## config.mk

```make
export PLATFORM = sky130hd
export DESIGN_NAME = sobel_gradient_core
export DESIGN_NICKNAME = d
export VERILOG_FILES = /design/src/rtl/sobel_gradient_core.sv
export SDC_FILE = /design/constraint.sdc
export NUM_CORES = 1
export LEC_CHECK = 0
export CAP_MARGIN = 20
export CORE_ASPECT_RATIO = 0.75
export CORE_MARGIN = 2
export CORE_UTILIZATION = 54
export DETAILED_ROUTE_END_ITERATION = 10
export GPL_ROUTABILITY_DRIVEN = 0
export PLACE_DENSITY = 0.76
export SKIP_LAST_GASP = 1
export SLEW_MARGIN = 20
export SYNTH_ARGS = -nofsm -noshare
export SYNTH_HDL_FRONTEND = slang
export SYNTH_SLANG_ARGS = --single-unit
```

## constraint.sdc

```tcl
create_clock -name clk -period 4.99 [get_ports clk]
set_input_delay 0.7485 -clock clk [delete_from_list [all_inputs] [get_ports clk]]
set_output_delay 0.7485 -clock clk [all_outputs]
set_load 0.01 [all_outputs]
```

## src/rtl/sobel_gradient_core.sv

```systemverilog
// Sobel Gx/Gy gradient core: 3-stage pipeline producing a saturated L1 edge magnitude
// with raster border suppression and end-of-frame tagging. Define SOBEL_BIN_EN for thresholded output.
module sobel_gradient_core #(
  parameter int PIX_W    = 8,
  parameter int IMG_W    = 640,
  parameter int IMG_H    = 480,
  parameter int COL_SKIP = 2,
  parameter int ROW_SKIP = 2
) (
  input  logic             clk,
  input  logic             rst,
  input  logic             frame_start,
  input  logic             win_valid,
  input  logic [PIX_W-1:0] p1,
  input  logic [PIX_W-1:0] p2,
  input  logic [PIX_W-1:0] p3,
  input  logic [PIX_W-1:0] p4,
  input  logic [PIX_W-1:0] p5,
  input  logic [PIX_W-1:0] p6,
  input  logic [PIX_W-1:0] p7,
  input  logic [PIX_W-1:0] p8,
  input  logic [PIX_W-1:0] p9,
  input  logic [PIX_W-1:0] thresh,
  output logic [PIX_W-1:0] edge_out,
  output logic             out_valid,
  output logic             out_border,
  output logic             out_eof
);

  localparam int GW = PIX_W + 3;
  localparam int AW = PIX_W + 2;
  localparam int CW = (IMG_W > 1) ? $clog2(IMG_W) : 1;
  localparam int RW = (IMG_H > 1) ? $clog2(IMG_H) : 1;
  localparam logic [CW-1:0] COL_LAST = CW'(IMG_W - 1);
  localparam logic [RW-1:0] ROW_LAST = RW'(IMG_H - 1);
  localparam logic [GW-1:0] PIX_MAX  = GW'((1 << PIX_W) - 1);

  // (a + 2b + c) - (d + 2e + f); both weighted sums fit in PIX_W+2 bits, so GW never overflows.
  function automatic logic signed [GW-1:0] weighted_diff(
    input logic [PIX_W-1:0] a, input logic [PIX_W-1:0] b, input logic [PIX_W-1:0] c,
    input logic [PIX_W-1:0] d, input logic [PIX_W-1:0] e, input logic [PIX_W-1:0] f);
    logic [GW-1:0] pos;
    logic [GW-1:0] neg;
    pos = GW'(a) + (GW'(b) << 1) + GW'(c);
    neg = GW'(d) + (GW'(e) << 1) + GW'(f);
    return signed'(pos - neg);
  endfunction

  function automatic logic [AW-1:0] abs_mag(input logic signed [GW-1:0] v);
    logic signed [GW-1:0] m;
    m = (v < 0) ? -v : v;
    return m[AW-1:0];
  endfunction

  function automatic logic [PIX_W-1:0] sat_pix(input logic [GW-1:0] s);
    return (s > PIX_MAX) ? {PIX_W{1'b1}} : s[PIX_W-1:0];
  endfunction

  logic [CW-1:0]           r_col;
  logic [RW-1:0]           r_row;
  logic [CW-1:0]           w_col_tag;
  logic [RW-1:0]           w_row_tag;
  logic                    w_border_tag;
  logic                    w_eof_tag;
  logic                    w_unused_taps;

  logic                    r_vld_p1;
  logic signed [GW-1:0]    r_gx_p1;
  logic signed [GW-1:0]    r_gy_p1;
  logic                    r_border_p1;
  logic                    r_eof_p1;

  logic                    r_vld_p2;
  logic [AW-1:0]           r_ax_p2;
  logic [AW-1:0]           r_ay_p2;
  logic                    r_border_p2;
  logic                    r_eof_p2;

  logic [GW-1:0]           w_sum;
  logic [PIX_W-1:0]        w_sat;
  logic [PIX_W-1:0]        w_edge;

  // The centre tap never contributes to a Sobel kernel.
  assign w_unused_taps = ^{p5, thresh};

  // frame_start coincident with a window tags that window (0,0).
  assign w_col_tag    = frame_start ? '0 : r_col;
  assign w_row_tag    = frame_start ? '0 : r_row;
  assign w_border_tag = (w_row_tag < RW'(ROW_SKIP)) || (w_col_tag < CW'(COL_SKIP));
  assign w_eof_tag    = (w_row_tag == ROW_LAST) && (w_col_tag == COL_LAST);

  always_ff @(posedge clk) begin
    if (rst) begin
      r_col <= '0;
      r_row <= '0;
    end else if (win_valid) begin
      if (w_col_tag == COL_LAST) begin
        r_col <= '0;
        r_row <= (w_row_tag == ROW_LAST) ? '0 : w_row_tag + RW'(1);
      end else begin
        r_col <= w_col_tag + CW'(1);
        r_row <= w_row_tag;
      end
    end else if (frame_start) begin
      r_col <= '0;
      r_row <= '0;
    end
  end

  // Stage 1: signed gradients and position tags
  always_ff @(posedge clk) begin
    if (rst) r_vld_p1 <= 1'b0;
    else     r_vld_p1 <= win_valid;
  end

  always_ff @(posedge clk) begin
    if (win_valid) begin
      r_gx_p1     <= weighted_diff(p3, p6, p9, p1, p4, p7);
      r_gy_p1     <= weighted_diff(p7, p8, p9, p1, p2, p3);
      r_border_p1 <= w_border_tag;
      r_eof_p1    <= w_eof_tag;
    end
  end

  // Stage 2: absolute values
  always_ff @(posedge clk) begin
    if (rst) r_vld_p2 <= 1'b0;
    else     r_vld_p2 <= r_vld_p1;
  end

  always_ff @(posedge clk) begin
    if (r_vld_p1) begin
      r_ax_p2     <= abs_mag(r_gx_p1);
      r_ay_p2     <= abs_mag(r_gy_p1);
      r_border_p2 <= r_border_p1;
      r_eof_p2    <= r_eof_p1;
    end
  end

`ifdef SOBEL_BIN_EN
  logic [PIX_W-1:0] r_thr_p1;
  logic [PIX_W-1:0] r_thr_p2;

  always_ff @(posedge clk) begin
    if (win_valid) r_thr_p1 <= thresh;
    if (r_vld_p1)  r_thr_p2 <= r_thr_p1;
  end
`endif

  assign w_sum = GW'(r_ax_p2) + GW'(r_ay_p2);
  assign w_sat = sat_pix(w_sum);

  always_comb begin
    w_edge = '0;
    if (!r_border_p2) begin
`ifdef SOBEL_BIN_EN
      w_edge = (w_sat >= r_thr_p2) ? {PIX_W{1'b1}} : '0;
`else
      w_edge = w_sat;
`endif
    end
  end

  // Stage 3: output registers, held between valid outputs
  always_ff @(posedge clk) begin
    if (rst) begin
      out_valid  <= 1'b0;
      edge_out   <= '0;
      out_border <= 1'b0;
      out_eof    <= 1'b0;
    end else begin
      out_valid <= r_vld_p2;
      if (r_vld_p2) begin
        edge_out   <= w_edge;
        out_border <= r_border_p2;
        out_eof    <= r_eof_p2;
      end
    end
  end

endmodule

```

==> flow_summary.ini <==
[run_status]
status = finished, final reports clean

[clock_network]
hold_buffers = 0
post_cts_buffers = 0
clock_sinks = 78
clockRootBuffer = clkbuf_16
htreeDepth = 3
cts_tree = yes
worst_skew_pair.late_latency_ns = 0.34
clock_path_buffers = 2
cts_resized = 0
clk_pin_slew_ns = 0.07
cts_buffers = 9

[routing]
drtIter0Drc = 226
ant_nets = 0
routedWlPerCell_um = 12.8
num_vias = 4295
via_per_inst = 5.08
dr.pass1.iters = 4
wl_um = 10900
drcViolationCount = 0

[critical_path]
path_cells = clkdlybuf4s50_1 -> inv_1 -> fa_1 -> inv_1 -> fa_1 -> inv_1 -> fa_1 -> inv_1 -> ha_1 -> a21o_1 -> a21oi_1 -> nand2b_1 -> a21boi_0 -> o41ai_1 -> xnor2_1
cp.arrival_ns = 4.51
critPathRequiredTime_ns = 5.06
critPathMaxFanout = 2
cp_slowest_cell = fa_1
cp-start-kind = primary input
crit_buf_inv = 5
slowest_delay_ns = 0.59
crit_family = adder cells
cpMostUsedCell = inv_1
critPathCaptureType = register
crit_type = primary input to register

[yosys]
synth_seq_area_share_pct = 32.9
ys.flop_type = edfxtp_1
ys.warnings.count = 0
synth_seq_cells = 78
async_reset_ff_share_pct = 0
syn_area_um2 = 6140
synth-edff-count = 46
ys_top_cells_by_area = edfxtp_1 (22%), fa_1 (21%), dfxtp_1 (10%)
syn-instance-count = 625
syn_nets = 810
syn_avg_cell_area_um2 = 9.83
synth_top_area_share_pct = 22.5
synth_top_area_cell = edfxtp_1
synth_cell_types = 51

[floorplanning]
die_w_um = 127
core_area_um2 = 11000
die_area_um2 = 12300
fp-row-count = 33
top_level_ports = 95
die_h_um = 96.4
start_util_pct = 55.7

[grt]
grt_antenna_before_repair = 0
grt_overflow = 0
track_usage_pct = 18.8
grt_use_met1_pct = 26.5
grt_pass1_vias = 4309
top_usage_layer = met2
grt_pass1_wl_um = 18800
grtUsageMet2_pct = 30.9
use_met3_pct = 2.81
grt_max_degree = 33

[timing]
setup-tns-final_ns = 0
hold_viol_final = 0
finalMaxSlewViolations = 0
timing.fmax_mhz = 225
whs_ns = 0.434
fin_crit_sh_pct = 88.9
setup_viol = 0
fin_crit_ns = 4.44
worst_slew_pin_slew_ns = 0.893
finalClockSkew_ns = 0.0100
rsz0062_at_grt = false
finalWorstSetupSlack_ns = 0.552
relSlewSlack_pct = 40.4

[flow_run]
max_cap_viol_count = 0

[placed_design]
post-place-ws_ns = 0.222
portBuffers = 78
hpwl_um = 9010

[power_and_ir_drop]
power_leakage_nw = 3.24
ir_worst_vdd_mv = 0.222
power_density_nw_per_um2 = 447

[final_layout]
final_nets = 886
final_common_cell = inv_1
area_growth_pct = 19.3
antennaDiodeCount = 0
most-common-layout-cells = inv_1 (155), clkdlybuf4s50_1 (78), fa_1 (63)
drive_gt1_share_pct = 3.54
postLayoutCoreUtil_pct = 66.5

[worst_hold_path]
hold_class = register to register
==> path summary, 6_finish.rpt <==
path	end	slack [ns]	start	depth (start not counted)
setup / recovery	r_gy_p1[8]$_DFFE_PP_	0.55	p7[2]	15
hold / removal	r_eof_p2$_DFFE_PP_	0.43	r_eof_p1$_DFFE_PP_	0
setup reg to reg	edge_out[6]$_SDFFE_PP0P_	2.55	r_ax_p2[0]$_DFFE_PP_	9
hold reg to reg	r_eof_p2$_DFFE_PP_	0.43	r_eof_p1$_DFFE_PP_	0
==> cell usage after synthesis (10+ instances only) <==
cell type  instances
a21oi_1           18
clkbuf_1          10
dfxtp_1           32
edfxtp_1          46
fa_1              63
ha_1              38
inv_1            155
nand2_1           42
nand2b_1          12
nor2_1            33
nor2b_1           12
nor3_1            12
o21ai_0           12
xnor2_1           40
==> cells by family after synthesis <==
family	share of synthesized area [%]
compound gates	9.35
xor+xnor	6.84
fa+ha+maj	28.3
buf+inv	10.4
flops	32.9
mux	0.326
simple gates	11.9
==> power breakdown <==
| part | internal, mW | switching [mW] |
|---|---|---|
| clock | 0.343 | 0.269 |
| combinational | 0.761 | 0.861 |
| sequential | 0.942 | 0.0992 |
==> stage by stage <==
stage	power, mW	cells	area [µm²]
6_report	3.27	846	7330
5_1_grt	3.56	846	7330
4_1_cts	3.29	846	7330
3_5_place_dp	2.67	830	7050
3_3_place_gp	2.60	830	7050
2_1_floorplan	2.30	625	6140
==> routing by layer <==
metal / routed length (µm) / vias to the layer above
li1: - / 2154
met1: 5280 / 2015
met2: 5010 / 114
met3: 421 / 12
met4: 148 / 0
met5: 0 / -
==> final cells by class <==
cell class,count,area (µm²)
clock buffer,9,225
multi-input combinational,378,3480
clock inverter,7,55.1
timing repair buffer,79,788
fill,846,3690
inverter,155,582
sequential,78,2020
tap,140,175
==> sequential cells by signal, indices dropped and copies added (netlist names), 8 cells and up <==
name / count
r_row: 9
r_gx_p1: 11
r_col: 10
r_ay_p2: 10
edge_out: 8
r_gy_p1: 11
r_ax_p2: 10
Note: power is estimated with default switching activity, not from simulation.
